--- src/rtl/ahblite_lcd_rd_engine_if.sv ---
// AHB-lite slave-side signal bundle for the LCD read engine.
interface ahblite_lcd_rd_engine_if;
    logic        HSEL;
    logic [31:0] HADDR;
    logic [1:0]  HTRANS;
    logic [2:0]  HSIZE;
    logic [3:0]  HPROT;
    logic        HWRITE;
    logic [31:0] HWDATA;
    logic        HREADY;
    logic        HREADYOUT;
    logic [31:0] HRDATA;
    logic        HRESP;

    modport slave (
        input  HSEL, HADDR, HTRANS, HSIZE, HPROT, HWRITE, HWDATA, HREADY,
        output HREADYOUT, HRDATA, HRESP
    );

    modport master (
        output HSEL, HADDR, HTRANS, HSIZE, HPROT, HWRITE, HWDATA, HREADY,
        input  HREADYOUT, HRDATA, HRESP
    );
endinterface

--- src/rtl/ahblite_lcd_rd_engine.sv ---
// AHB-lite slave running hardware-timed 8080 LCD read cycles with wait states.
// Optional LCD_RD_SYNC_EN: 2-flop synchronizer on LCD_DATA_IN, strobe stretched by 2 cycles.
module ahblite_lcd_rd_engine #(
    parameter int unsigned RD_LOW_DEF  = 4,
    parameter int unsigned RD_HIGH_DEF = 2
) (
    input  logic                          HCLK,
    input  logic                          HRESETn,
    ahblite_lcd_rd_engine_if.slave        bus,
    output logic                          LCD_CS,
    output logic                          LCD_RS,
    output logic                          LCD_RD,
    input  logic [15:0]                   LCD_DATA_IN,
    output logic                          LCD_RD_ACTIVE
);
    localparam int unsigned CNT_W = 9;
`ifdef LCD_RD_SYNC_EN
    localparam int unsigned SYNC_EXTRA = 2;
`else
    localparam int unsigned SYNC_EXTRA = 0;
`endif
    localparam logic [5:0] IDX_TIMING = 6'h00;
    localparam logic [5:0] IDX_STATUS = 6'h01;
    localparam logic [5:0] IDX_RDATA  = 6'h02;
    localparam logic [5:0] IDX_RSTAT  = 6'h03;
    localparam logic [5:0] IDX_LAST   = 6'h04;

    typedef enum logic [1:0] {IDLE, SETUP, STROBE, RECOVER} state_t;
    state_t state, state_nxt;

    logic [15:0]      timing_q, last_q, count_q, cap_data_c, timing_eff_c;
    logic [CNT_W-1:0] low_cnt_q;
    logic [7:0]       rec_cnt_q, rd_low_eff_c;
    logic             pend_q, pend_rs_q;
    logic             dp_valid_q, dp_write_q;
    logic [5:0]       dp_idx_q, idx_c;
    logic             hreadyout_q;
    logic [31:0]      hrdata_q, rd_mux_c;
    logic             acc_c, trig_c, trig_rs_c, tim_wr_c, capture_c;
    logic             unused_ok;

    assign idx_c        = bus.HADDR[7:2];
    assign acc_c        = bus.HSEL & bus.HTRANS[1] & bus.HREADY;
    assign trig_c       = acc_c & ~bus.HWRITE & ((idx_c == IDX_RDATA) | (idx_c == IDX_RSTAT));
    assign trig_rs_c    = (idx_c == IDX_RDATA);
    assign tim_wr_c     = dp_valid_q & dp_write_q & (dp_idx_q == IDX_TIMING);
    assign timing_eff_c = tim_wr_c ? bus.HWDATA[15:0] : timing_q;
    assign rd_low_eff_c = (timing_q[7:0] == 8'd0) ? 8'd1 : timing_q[7:0];

    assign bus.HREADYOUT = hreadyout_q;
    assign bus.HRDATA    = hrdata_q;
    assign bus.HRESP     = 1'b0;

    assign unused_ok = ^{bus.HADDR[31:8], bus.HADDR[1:0], bus.HTRANS[0],
                         bus.HSIZE, bus.HPROT, bus.HWDATA[31:16]};

`ifdef LCD_RD_SYNC_EN
    logic [15:0] sync1_q, sync2_q;
    always_ff @(posedge HCLK or negedge HRESETn) begin
        if (!HRESETn) begin
            sync1_q <= '0;
            sync2_q <= '0;
        end else begin
            sync1_q <= LCD_DATA_IN;
            sync2_q <= sync1_q;
        end
    end
    assign cap_data_c = sync2_q;
`else
    assign cap_data_c = LCD_DATA_IN;
`endif

    // Register read mux; a TIMING write still in its data phase is forwarded
    always_comb begin
        rd_mux_c = '0;
        case (idx_c)
            IDX_TIMING: rd_mux_c = {16'h0, timing_eff_c};
            IDX_STATUS: rd_mux_c = {count_q, 15'h0, state != IDLE};
            IDX_LAST:   rd_mux_c = {16'h0, last_q};
            default:    rd_mux_c = '0;
        endcase
    end

    always_ff @(posedge HCLK or negedge HRESETn) begin
        if (!HRESETn) state <= IDLE;
        else          state <= state_nxt;
    end

    always_comb begin
        state_nxt = state;
        capture_c = 1'b0;
        case (state)
            IDLE:    if (trig_c) state_nxt = SETUP;
            SETUP:   state_nxt = STROBE;
            STROBE:  if (low_cnt_q == '0) begin
                         capture_c = 1'b1;
                         state_nxt = (rec_cnt_q != 8'd0) ? RECOVER : IDLE;
                     end
            // A read accepted during recovery waits out the remaining cycles with CS held low
            RECOVER: if (rec_cnt_q == 8'd0) state_nxt = (pend_q | trig_c) ? SETUP : IDLE;
            default: state_nxt = IDLE;
        endcase
    end

    always_ff @(posedge HCLK or negedge HRESETn) begin
        if (!HRESETn) begin
            dp_valid_q    <= 1'b0;
            dp_write_q    <= 1'b0;
            dp_idx_q      <= '0;
            timing_q      <= {8'(RD_HIGH_DEF), 8'(RD_LOW_DEF)};
            low_cnt_q     <= '0;
            rec_cnt_q     <= '0;
            pend_q        <= 1'b0;
            pend_rs_q     <= 1'b1;
            last_q        <= '0;
            count_q       <= '0;
            hreadyout_q   <= 1'b1;
            hrdata_q      <= '0;
            LCD_CS        <= 1'b1;
            LCD_RS        <= 1'b1;
            LCD_RD        <= 1'b1;
            LCD_RD_ACTIVE <= 1'b0;
        end else begin
            dp_valid_q <= acc_c;
            dp_write_q <= bus.HWRITE;
            dp_idx_q   <= idx_c;
            if (tim_wr_c) timing_q <= bus.HWDATA[15:0];

            // Timing is sampled at the end of SETUP so a just-completed write is honoured
            if (state == SETUP) begin
                low_cnt_q <= CNT_W'(rd_low_eff_c) + CNT_W'(SYNC_EXTRA) - CNT_W'(1);
                rec_cnt_q <= timing_q[15:8];
            end else if (state == STROBE && low_cnt_q != '0) begin
                low_cnt_q <= low_cnt_q - CNT_W'(1);
            end else if (state == RECOVER && rec_cnt_q != 8'd0) begin
                rec_cnt_q <= rec_cnt_q - 8'd1;
            end

            if (state_nxt == SETUP) begin
                pend_q <= 1'b0;
            end else if (trig_c && state == RECOVER) begin
                pend_q    <= 1'b1;
                pend_rs_q <= trig_rs_c;
            end

            if (trig_c)         hreadyout_q <= 1'b0;
            else if (capture_c) hreadyout_q <= 1'b1;

            if (capture_c) begin
                last_q   <= cap_data_c;
                count_q  <= count_q + 16'd1;
                hrdata_q <= {16'h0, cap_data_c};
            end else if (acc_c && !bus.HWRITE && !trig_c) begin
                hrdata_q <= rd_mux_c;
            end

            LCD_CS        <= (state_nxt == IDLE);
            LCD_RD        <= (state_nxt != STROBE);
            LCD_RD_ACTIVE <= (state_nxt != IDLE);
            if (state_nxt == SETUP && state != SETUP) LCD_RS <= pend_q ? pend_rs_q : trig_rs_c;
        end
    end
endmodule

--- src/flat_wrapper.sv ---
// flat-port wrapper written by rule: the top's interface ports become plain ports
module ahblite_lcd_rd_engine_flat 
#(
    parameter int unsigned RD_LOW_DEF  = 4,
    parameter int unsigned RD_HIGH_DEF = 2
)
  (HCLK, HRESETn, LCD_CS, LCD_RS, LCD_RD, LCD_DATA_IN, LCD_RD_ACTIVE, bus_HSEL, bus_HADDR, bus_HTRANS, bus_HSIZE, bus_HPROT, bus_HWRITE, bus_HWDATA, bus_HREADY, bus_HREADYOUT, bus_HRDATA, bus_HRESP);
  ahblite_lcd_rd_engine_if bus_i ();
  input  logic HCLK;
  input  logic HRESETn;
  output logic LCD_CS;
  output logic LCD_RS;
  output logic LCD_RD;
  input  logic [15:0] LCD_DATA_IN;
  output logic LCD_RD_ACTIVE;
  input wire logic [$bits(bus_i.HSEL)-1:0] bus_HSEL;
  input wire logic [$bits(bus_i.HADDR)-1:0] bus_HADDR;
  input wire logic [$bits(bus_i.HTRANS)-1:0] bus_HTRANS;
  input wire logic [$bits(bus_i.HSIZE)-1:0] bus_HSIZE;
  input wire logic [$bits(bus_i.HPROT)-1:0] bus_HPROT;
  input wire logic [$bits(bus_i.HWRITE)-1:0] bus_HWRITE;
  input wire logic [$bits(bus_i.HWDATA)-1:0] bus_HWDATA;
  input wire logic [$bits(bus_i.HREADY)-1:0] bus_HREADY;
  output wire logic [$bits(bus_i.HREADYOUT)-1:0] bus_HREADYOUT;
  output wire logic [$bits(bus_i.HRDATA)-1:0] bus_HRDATA;
  output wire logic [$bits(bus_i.HRESP)-1:0] bus_HRESP;
  assign bus_i.HSEL = bus_HSEL;
  assign bus_i.HADDR = bus_HADDR;
  assign bus_i.HTRANS = bus_HTRANS;
  assign bus_i.HSIZE = bus_HSIZE;
  assign bus_i.HPROT = bus_HPROT;
  assign bus_i.HWRITE = bus_HWRITE;
  assign bus_i.HWDATA = bus_HWDATA;
  assign bus_i.HREADY = bus_HREADY;
  assign bus_HREADYOUT = bus_i.HREADYOUT;
  assign bus_HRDATA = bus_i.HRDATA;
  assign bus_HRESP = bus_i.HRESP;
  ahblite_lcd_rd_engine #(.RD_LOW_DEF(RD_LOW_DEF), .RD_HIGH_DEF(RD_HIGH_DEF)) u_core (.HCLK(HCLK), .HRESETn(HRESETn), .bus(bus_i), .LCD_CS(LCD_CS), .LCD_RS(LCD_RS), .LCD_RD(LCD_RD), .LCD_DATA_IN(LCD_DATA_IN), .LCD_RD_ACTIVE(LCD_RD_ACTIVE));
endmodule
--- config.mk ---
export PLATFORM = sky130hd
export DESIGN_NAME = ahblite_lcd_rd_engine_flat
export DESIGN_NICKNAME = d
export VERILOG_FILES = /design/src/rtl/ahblite_lcd_rd_engine_if.sv /design/src/rtl/ahblite_lcd_rd_engine.sv /design/src/flat_wrapper.sv
export SDC_FILE = /design/constraint.sdc
export NUM_CORES = 1
export LEC_CHECK = 0
export CAP_MARGIN = 20
export CORE_MARGIN = 5
export CORE_UTILIZATION = 45
export DETAILED_ROUTE_END_ITERATION = 10
export GPL_TIMING_DRIVEN = 1
export PLACE_DENSITY = 0.72
export SLEW_MARGIN = 0
export SYNTH_ARGS = -nofsm -noshare
export SYNTH_HDL_FRONTEND = slang
export SYNTH_SLANG_ARGS = --single-unit
--- constraint.sdc ---
create_clock -name HCLK -period 3.1 [get_ports HCLK]
set_clock_uncertainty 0.1 [all_clocks]
set_input_delay 0.31 -clock HCLK [delete_from_list [all_inputs] [get_ports HCLK]]
set_output_delay 0.31 -clock HCLK [all_outputs]
set_load 0.02 [all_outputs]
==> results of run 1 <==
==> worst max-delay path by stage <==
stage                             from                  end  slack [ps]  cells past startpoint
floorplan              u_core.state[1]  u_core.low_cnt_q[6]         510                     12
global placement    u_core.timing_q[3]  u_core.low_cnt_q[6]         510                      9
detailed placement  u_core.timing_q[3]  u_core.low_cnt_q[6]         410                      9
CTS                 u_core.timing_q[3]  u_core.low_cnt_q[6]         390                      9
global route        u_core.timing_q[3]  u_core.low_cnt_q[6]          80                      9
finish              u_core.timing_q[3]  u_core.low_cnt_q[6]         370                      9
==> flip-flops by register name, summed over array words and instances (netlist names), 2 cells and up <==
register           flops
u_core.bus.HRDATA     32
u_core.count_q        16
u_core.last_q         16
u_core.timing_q       16
u_core.low_cnt_q       9
u_core.rec_cnt_q       8
u_core.dp_idx_q        6
u_core.state           2
==> routing by layer <==
layer,track usage,wire [µm],up-vias
met3,0.0419,666,21
met2,0.293,6270,138
li1,-,-,1857
met5,0,0,-
met4,0.0798,244,0
met1,0.260,5980,2057
==> final cells by class <==
cell class                      instances  area (µm²)
Sequential cell                       114        2860
Inverter                               10        37.5
Multi-Input combinational cell        298        2200
Fill cell                             945        4610
Tap cell                              143         179
Clock buffer                           26         499
Timing Repair Buffer                   95         926
Clock inverter                          6        55.1
==> logic make-up after synthesis <==
| group | Yosys count | share of synthesized area |
|---|---|---|
| DFF | 114 | 0.551 |
| muxes | 21 | 0.0523 |
| adders and majority gates | 3 | 0.00723 |
| other | 1 | 0.000722 |
| AOI/OAI and AO/OA | 126 | 0.188 |
| xor gates and xnor gates | 20 | 0.0337 |
| buffers and inverters | 35 | 0.0282 |
| and+or+nand+nor | 127 | 0.139 |
==> synthesized netlist by cell type (all sizes together), types with 3 or more instances <==
master,n
a21o,18
a21oi,16
a221o,18
a22o,32
a32oi,3
and2,16
and3,5
buf,7
clkbuf,18
dfrtp,107
dfstp,7
ha,3
inv,9
mux2,19
nand2,20
nand2b,4
nand3,12
nand4,6
nor2,20
nor2b,4
nor3,17
nor4,8
o21ai,15
or3,4
xnor2,13
xor2,7
==> critical path, delay by kind of cell, from the launching register on <==
kind	cells	cell delay (ps)
AOI/OAI and AO/OA	4	940
and+or+nand+nor	3	720
DFF	1	430
adders and majority gates	1	300
xor gates and xnor gates	1	120
==> report_power, final <==
part | switching [µW] | total, µW | internal, µW
Sequential | 15.2 | 1530 | 1510
Clock | 639 | 1820 | 1180
Combinational | 67.9 | 141 | 73.1
Total | 722 | 3480 | 2760
==> metrics by stage <==
step / hold slack (ps) / util / cells / power [µW]
2_1_floorplan: -85.6 / - / 447 / 1580
3_3_place_gp: 281 / 0.545 / 659 / 1690
3_5_place_dp: 287 / 0.545 / 659 / 1690
4_1_cts: 274 / 0.594 / 692 / 3510
5_1_grt: 292 / 0.594 / 692 / 3600
6_report: 281 / 0.594 / 692 / 3480
==> timing repair <==
item,CTS,global route
hold endpoints to repair,44,0
gates resized for setup,0,0
hold buffers,1,0
==> results.yml, run 1 <==
worst_setup_path:
  crit_type: "reg -> reg"
  crit_fanout: 7
  ff2ff_path_depth: 9
  cp.required_ps: 3280
  cp-end-kind: "register"
  crit_arrival_ps: 2920
  start_kind: "register"
  r2r_end: "u_core.low_cnt_q[6]"
  crit_path_max_incr_delay_ps: 460
  r2r-start: "u_core.timing_q[3]"
  rrSetupSlack_ps: 370
  slowest_stage: "nor3_1"
  crit_chain: "nor3_1 > a311o_1 > o21ai_0 > ha_1 > nor2b_1 > a32oi_1 > xnor2_1 > a21oi_1 > nand3_1"
yosys:
  synth_nets: 544
  synth_edf_count: 0
  synth_top_area_cell: "dfrtp_1"
  ys_seq_elements: 114
  async_reset_ff_frac: 1.00
  synth_area_um2: 5190
  ys_top_cells_by_area: "dfrtp_1 (52%), a22o_1 (5.4%), dfstp_2 (3.5%)"
  yosysUniqueCellTypes: 65
  synth_warnings: 0
  syn-instance-count: 447
  synth_ff_type: "dfrtp_1"
  avgSynthCellArea_um2: 11.6
  yosysTopAreaCellShare: 0.515
  yosysSeqAreaShare: 0.551
sta:
  max_freq_mhz: 366
  slew_viol_final: 0
  rsz0062_at_grt: "no"
  tns_ps: 0
  max-slew-margin-rel: 0.309
  worstMarginPinSlew_ps: 1010
  fin_crit_sh: 0.882
  fin_ws_ps: 366
  fin_crit_ps: 2730
  setup_violations: 0
  hold_viol: 0
outcome:
  status: "completed"
detailed_routing:
  ant_nets: 0
  num_vias: 4073
  drt_pre_antenna_iters: 5
  wl_per_cell_um: 19.0
  post-route-drc-count: 0
  viasPerCell: 5.89
  routed_wl_um: 13200
  drt_iter0_drc: 246
floorplan:
  core_area_um2: 11400
  die_area_um2: 13800
  die_h_um: 117
  start_util: 0.457
  pin_count: 132
  die_w_um: 117
  placementRows: 39
layout:
  antenna_cells: 0
  nets: 633
  layout_common_cells: "dfrtp_1 (107), clkdlybuf4s50_1 (79), a22o_1 (32), nor2_1 (20), nand2_1 (20)"
  stdcell_area_um2: 6760
  final_common_cell: "dfrtp_1"
  syn_to_final_growth_pct: 30.1
  drive_gt1_frac: 0.140
grt:
  track_usage: 0.190
  grt_pass1_wl_um: 21400
  grt_max_degree: 65
  overflow: 0
  antenna_found_initial: 0
  grt_pass1_vias: 4183
power:
  ir_drop_v: 0.000270
  power_density_nw_per_um2: 516
  leakage_uw: 0.00324
place:
  dp_hpwl_um: 8980
  place_ws_ps: 408
  portBuffers: 80
  dpl_cell_area_um2: 6190
  place_congestion: 0.942
clock_network:
  clkTransAtPathRegs_ps: 50
  cts_tree: "yes"
  cts_setup_buffers: 0
  ctsLongestPathBuffers: 2
  root_buffer: "clkbuf_16"
  numCtsBuffers: 17
  htree_num_levels: 4
  clock-sinks: 114
  clk_latency_ps: 410
flow_run:
  max-cap-violations: 0
min_path:
  holdCritPathClass: "in -> reg"
  worstHoldPathCells: 1
  hp-start: "bus_HWRITE"
  hold_end: "u_core.dp_write_q"
Power figures use the tool's default switching activity.
==> run 2: changes to the inputs <==
--- a/config.mk
+++ b/config.mk
@@ -7,10 +7,10 @@
 export LEC_CHECK = 0
 export CAP_MARGIN = 20
 export CORE_MARGIN = 5
-export CORE_UTILIZATION = 45
+export CORE_UTILIZATION = 40
 export DETAILED_ROUTE_END_ITERATION = 10
 export GPL_TIMING_DRIVEN = 1
-export PLACE_DENSITY = 0.72
+export PLACE_DENSITY = 0.65
 export SLEW_MARGIN = 0
 export SYNTH_ARGS = -nofsm -noshare
 export SYNTH_HDL_FRONTEND = slang
==> results.yml, run 2 (synthesis gave the netlist of run 1 again) <==
clock_network:
  clk_latency_ps: 420
  postCtsHoldBufs: 1
  root_buffer: "clkbuf_16"
  cts_tree: "yes"
  ctsLongestPathBuffers: 2
  clkTransAtPathRegs_ps: 60
  htree_num_levels: 4
  ctsResizeCount: 0
  numCtsBuffers: 17
  clock-sinks: 114
  cts_setup_buffers: 0
layout:
  drive_gt1_frac: 0.152
  nets: 635
  stdcell_count: 723
  fillCellCount: 1126
  antenna_cells: 0
  syn_to_final_growth_pct: 32.4
  stdcell_area_um2: 6880
  final_common_cell: "dfrtp_1"
  largest_reg_flops: 32
  layout_common_cells: "dfrtp_1 (107), clkdlybuf4s50_1 (79), a22o_1 (32), nor2_1 (20), nand2_1 (20)"
min_path:
  hp-start: "bus_HWRITE"
  holdCritPathClass: "in -> reg"
  worstHoldPathCells: 1
  hold_end: "u_core.dp_write_q"
place:
  post-place-cells: 690
  place_congestion: 0.920
  dpl_cell_area_um2: 6240
  place_ws_ps: 540
  portBuffers: 80
  dp_hpwl_um: 9270
worst_setup_path:
  ff2ff_path_depth: 10
  crit_fanout: 14
  r2r_end: "u_core.low_cnt_q[6]"
  r2r-start: "u_core.state[1]"
  rrSetupSlack_ps: 420
  crit_arrival_ps: 2930
  crit_type: "reg -> reg"
  start_kind: "register"
  cp-end-kind: "register"
  cp.required_ps: 3350
grt:
  antenna_found_initial: 0
  grt_pass1_vias: 4147
  grt_pass1_wl_um: 22300
  grt_max_degree: 61
  track_usage: 0.189
  overflow: 0
sta:
  max_freq_mhz: 374
  slew_viol_final: 0
  worstMarginPinSlew_ps: 944
  setup_violations: 0
  max-slew-margin-rel: 0.355
  fin_ws_ps: 423
  holdWs_ps: 280
  hold_viol: 0
  fin_crit_ps: 2680
  rsz0062_at_grt: "no"
  fin_crit_sh: 0.864
  tns_ps: 0
floorplan:
  pin_count: 132
  core_area_um2: 12700
  start_util: 0.410
  die_w_um: 124
  die_h_um: 124
  die_area_um2: 15400
  placementRows: 41
detailed_routing:
  viasPerCell: 5.64
  post-route-drc-count: 0
  drt_pre_antenna_iters: 5
  routed_wl_um: 13400
  num_vias: 4080
  drt_iter0_drc: 238
  ant_nets: 0
  wl_per_cell_um: 18.5
power:
  ir_drop_v: 0.000336
  leakage_uw: 0.00326
  power_density_nw_per_um2: 546
outcome:
  status: "completed"
flow_run:
  max-cap-violations: 0
==> run 2: stage by stage <==
stage	utilization	total power [µW]
3_3_place_gp	0.492	1690
3_5_place_dp	0.492	1690
6_report	0.543	3750
5_1_grt	0.543	3880
4_1_cts	0.543	3790
2_1_floorplan	-	1580
==> run 2: area by class of cell <==
class | count | area (µm²) | area share
sequential | 114 | 2860 | 0.416
clock inverter | 15 | 208 | 0.0302
tap | 172 | 215 | 0.0313
timing repair buffer | 97 | 941 | 0.137
multi-input combinational | 298 | 2190 | 0.318
inverter | 10 | 37.5 | 0.00546
clock buffer | 17 | 425 | 0.0618
==> run 2: worst max path at each step <==
stage | startpoint | to | slack, ps | cells after the start
after floorplan | u_core.state[1] | u_core.low_cnt_q[6] | 510 | 12
after global placement | u_core.state[1] | u_core.low_cnt_q[6] | 640 | 9
after detailed placement | u_core.state[1] | u_core.low_cnt_q[6] | 540 | 9
after CTS | u_core.state[1] | u_core.low_cnt_q[6] | 520 | 9
after global routing | u_core.state[1] | u_core.low_cnt_q[6] | 300 | 9
final | u_core.state[1] | u_core.low_cnt_q[6] | 420 | 10
==> run 2: worst max-delay path, cell delays in order, from the launching register on <==
cell and delay (ps):
dfrtp_1 440, buf_4 220, nor2b_1 260, nor2_1 80, a21oi_1 140, ha_1 330
nor4bb_1 350, a32oi_1 170, nor4bb_1 350, a21oi_1 80, nand3_1 80
==> run 2: report_power, final <==
part           leakage, µW  total, µW  switching (µW)  internal (µW)
logic              0.00145        142            68.9           73.6
registers          0.00152       1520            15.2           1510
clock network     0.000296       2090             736           1350
total              0.00326       3750             820           2930
==> run 2: per-layer routing <==
layer	track usage	share of wire	vias to the layer above
li1	-	-	1870
met1	0.271	0.46	2053
met2	0.281	0.47	136
met3	0.0431	0.056	21
met4	0.0705	0.016	0
met5	0	0	-
==> patch 1 (config.mk and constraints of run 1) <==
The localparam `SYNC_EXTRA` goes from 0 to 1.
--- a/src/rtl/ahblite_lcd_rd_engine.sv
+++ b/src/rtl/ahblite_lcd_rd_engine.sv
@@ -17,7 +17,7 @@
 `ifdef LCD_RD_SYNC_EN
     localparam int unsigned SYNC_EXTRA = 2;
 `else
-    localparam int unsigned SYNC_EXTRA = 0;
+    localparam int unsigned SYNC_EXTRA = 1;
 `endif
     localparam logic [5:0] IDX_TIMING = 6'h00;
     localparam logic [5:0] IDX_STATUS = 6'h01;
Check against the original RTL: not equivalent (Yosys sat finds a counterexample within 10 cycles, from zero or initial values and one cycle with HRESETn low).
==> patch 1 against run 1 <==
- sequential cell count unchanged
- critical path type unchanged
- hold slack better by 0.051 ns
- power rose by 3.9%
- largest cell class unchanged
- area after synthesis is 1.9% lower
- final area is 1.4% lower
- fmax grew 9.9%
- critical endpoint is now u_core.count_q[14]$_DFFE_PN0P_
- cell count down 1.0%
- worst setup slack better by 0.25 ns
- wire length decreased by 5.2%
==> patch 1: results (changes against run 1) <==
| Metric | Value |
|---|---|
| Placed instance area | 6040 µm² (-2.5%) |
| IR drop worst, VDD | 0.3519 mV (+30%) |
| Total global routing track utilization | 20.22% (+1.2 points) |
| Met3 routing resource usage after global routing | 3.627% (-0.56 points) |
| Share of layout cells above drive strength 1 | 16.51% (+2.5 points) |
| Average detailed-routed wire length per instance | 18.21 µm (-4.3%) |
| Average instance area after synthesis | 11.45 µm² (-1.5%) |
| Crit-path max FO | 37 (+30) |
| Switching power summed over all nets | 0.7278 mW (+0.76%) |
| Wire length of the first global-routing pass | 21.10 mm (-1.5%) |
| Run status | complete, no violations |
| Number of nets in the layout | 631 (-0.32%) |
| Final non-filler cell total | 685 (-1.0%) |
| Fraction of the yosys area taken by sequential cells | 56.15% (+1.1 points) |
| Violation count after the first detailed-route iteration | 185 (-25%) |
| Placer Congestion | 0.8662 (-8.1%) |
| Largest net degree at the start of global routing | 51 (-22%) |
| Transition time at the pin with the least slew margin | 0.5679 ns (-0.4428 ns) |
| Via/cell ratio | 5.679 (-3.5%) |
| Fillcell total | 890 (-5.8%) |
| Startpoint of the worst-slack reg-to-reg timing path | u_core.low_cnt_q[0]$_DFFE_PN0P_ |
| Global Route met2 Usage | 30.32% (+1.0 points) |
| Most area-consuming cells after synthesis | sky130_fd_sc_hd__dfrtp_1 (53%), sky130_fd_sc_hd__mux2_2 (6.8%), sky130_fd_sc_hd__a22oi_1 (4.7%) |
| Critical path's largest stage delay | 0.55 ns (+0.09 ns) |
| Largest delay contributor family on the critical path | simple AND/OR/NAND/NOR gates |
| Pleak | 2.815 nW (-13%) |
| Post-placement setup slack | 0.3626 ns (-0.04541 ns) |
| DP HPWL | 8.660 mm (-3.6%) |
| Detailed Routing Iterations Pass 1 | 4 (-1) |
| Yosys cell types | 58 (-11%) |
| Met1 Usage GRT | 29.12% (+3.1 points) |
| Via count of the first global-routing pass | 4082 (-2.4%) |
| Total placed cells including tap cells | 652 (-1.1%) |
## patch 1: cell count changes after synthesis, moves of 12 or more
cell,delta
sky130_fd_sc_hd__a21o_1,-16
sky130_fd_sc_hd__a22oi_1,+31
sky130_fd_sc_hd__mux2_2,+22
sky130_fd_sc_hd__a22o_1,-12
sky130_fd_sc_hd__nand2_1,+16
sky130_fd_sc_hd__and2_1,-14
sky130_fd_sc_hd__a221o_1,-18
## patch 1: layer usage
layer / part of all wire [%] / vias up
li1: - / 1838
met1: 47 / 1947
met5: 0 / -
met4: 1.6 / 0
met3: 4.0 / 12
met2: 47 / 93
## patch 1: cells by family after synthesis
kind of cell    Yosys count  synth area share, %
compound gates          125                16.97
simple gates            120                12.82
buf+inv                  32                3.044
xor+xnor                 17                2.922
flops                   114                56.15
mux                      32                7.046
other cells               1              0.07359
fa+ha+maj                 4               0.9821
## patch 1: layout make-up
class,count,area share [%]
clock buffers,20,7.005
well taps,140,2.629
multi-input cells,299,31.21
inverters,8,0.4507
clock inverters,11,2.028
repair buffers,93,13.73
flip-flops and latches,114,42.95
## patch 1: path summary, 6_finish.rpt
kind,end,slack [ns],cells after the start
max,u_core.count_q[14]$_DFFE_PN0P_,0.61,8
min,u_core.dp_write_q$_DFF_PN0_,0.33,1
max reg2reg,u_core.count_q[14]$_DFFE_PN0P_,0.61,8
min reg2reg,u_core.count_q[11]$_DFFE_PN0P_,0.39,1
max in group asynchronous,u_core.LCD_RD$_DFF_PN1_,1.78,3
min in group asynchronous,u_core.rec_cnt_q[3]$_DFFE_PN0P_,0.35,2
## patch 1: timing repair
item / CTS / global route
resized for setup: 0 / 0
hold buffers: 1 / 0
hold endpoints to repair: 38 / 0
==> patch 2 (settings of run 1) <==
Made on the original files. `CNT_W`: 9 -> 13.
--- a/src/rtl/ahblite_lcd_rd_engine.sv
+++ b/src/rtl/ahblite_lcd_rd_engine.sv
@@ -13,7 +13,7 @@
     input  logic [15:0]                   LCD_DATA_IN,
     output logic                          LCD_RD_ACTIVE
 );
-    localparam int unsigned CNT_W = 9;
+    localparam int unsigned CNT_W = 13;
 `ifdef LCD_RD_SYNC_EN
     localparam int unsigned SYNC_EXTRA = 2;
 `else
Behaviour: same outputs for any inputs over 10 cycles, from zero or initial values and one cycle with HRESETn low; that may be too few to reach the edited logic, so the function may still have changed.
==> patch 2 against run 1 <==
- critical path depth stayed put
- sequential cell count is 4 higher
- non-clock buffer count is 2 lower
- worst setup slack better by 0.067 ns
- combinational power is 9% higher
- sequential power is 3% higher
- cell count is 11% higher
- power is 9.5% higher
- wire length is 5.0% higher
- area after synthesis is 8.1% higher
- sequential share of layout area is 1.4 points lower
- final area is 7.0% higher
==> patch 2: results (changes against run 1) <==
| Metric | Value |
|---|---|
| Run status | complete, no violations |
| Plain + repair buffers | 93 (-2.1%) |
| Met1 Usage GRT | 26.78% (+0.80 points) |
| Share of the core filled with cells | 59.67% (+0.24 points) |
| Placer Congestion | 0.8597 (-8.8%) |
| Combined area of the multi-input logic cells | 2456 µm² (+12%) |
| Pleak | 3.348 nW (+3.5%) |
| Wl on met1 | 5.989 mm (+0.17%) |
| Total placed cells including tap cells | 732 (+11%) |
| Ratio of final minimum period to clock period | 86.05% (-2.2 points) |
| Placed instance area | 6589 µm² (+6.4%) |
| Via count of the first global-routing pass | 4398 (+5.1%) |
| Routed wl met2 | 6.571 mm (+4.8%) |
| IR drop worst, VDD | 0.3369 mV (+25%) |
| WL met3 | 965 µm (+45%) |
| Yosys cell types | 67 (+3.1%) |
| Average instance area after synthesis | 11.30 µm² (-2.8%) |
| Number of nets in the layout | 683 (+7.9%) |
| Largest delay contributor family on the critical path | simple AND/OR/NAND/NOR gates |
| Share of layout cells above drive strength 1 | 14.57% (+0.55 points) |
| Beginning of the critical path | u_core.timing_q[5]$_DFF_PN0_ |
| Met3 routing resource usage after global routing | 6.639% (+2.5 points) |
| Synthesized Nets | 596 (+9.6%) |
| Non-clock inverter count in the final layout | 16 (+6) |
| Worst hold slack | 0.2499 ns (-0.03127 ns) |
| Share of final layout cell area taken by clock buffers and inverters | 8.691% (+0.49 points) |
| Post-placement setup slack | 0.4875 ns (+0.07951 ns) |
| Count of sequential standard cells | 118 (+3.5%) |
| Fillcell total | 981 (+3.8%) |
| Via/cell ratio | 5.675 (-3.6%) |
| Average detailed-routed wire length per instance | 18.07 µm (-5.0%) |
-- patch 2: changes by cell type in the layout (fill, tap and decap cells not counted), sizes merged, moves of 5 or more --
cell	run 1	this run
a221o	18	0
nor2	20	36
xnor2	13	8
mux2	19	35
a22o	32	45
nand2	20	30
inv	9	18
o21ai	15	21
nor3b	0	5
and2	16	1
clkbuf	26	17
-- patch 2: report_power, final --
part           leakage, nW  switching [mW]  internal, mW
clock                0.304           0.737          1.35
combinational         1.47          0.0776        0.0764
sequential            1.58          0.0125          1.56
total                 3.35           0.827          2.99
-- patch 2: cell families after synthesis --
logic type | share of synthesized area [%]
AND/OR/NAND/NOR | 15.33
AO/OA/AOI/OAI | 16.72
flip-flops | 52.75
buffers and inverters | 3.499
multiplexers | 7.555
XOR/XNOR | 2.964
adder cells (fa/ha/maj) | 1.114
other | 0.06680
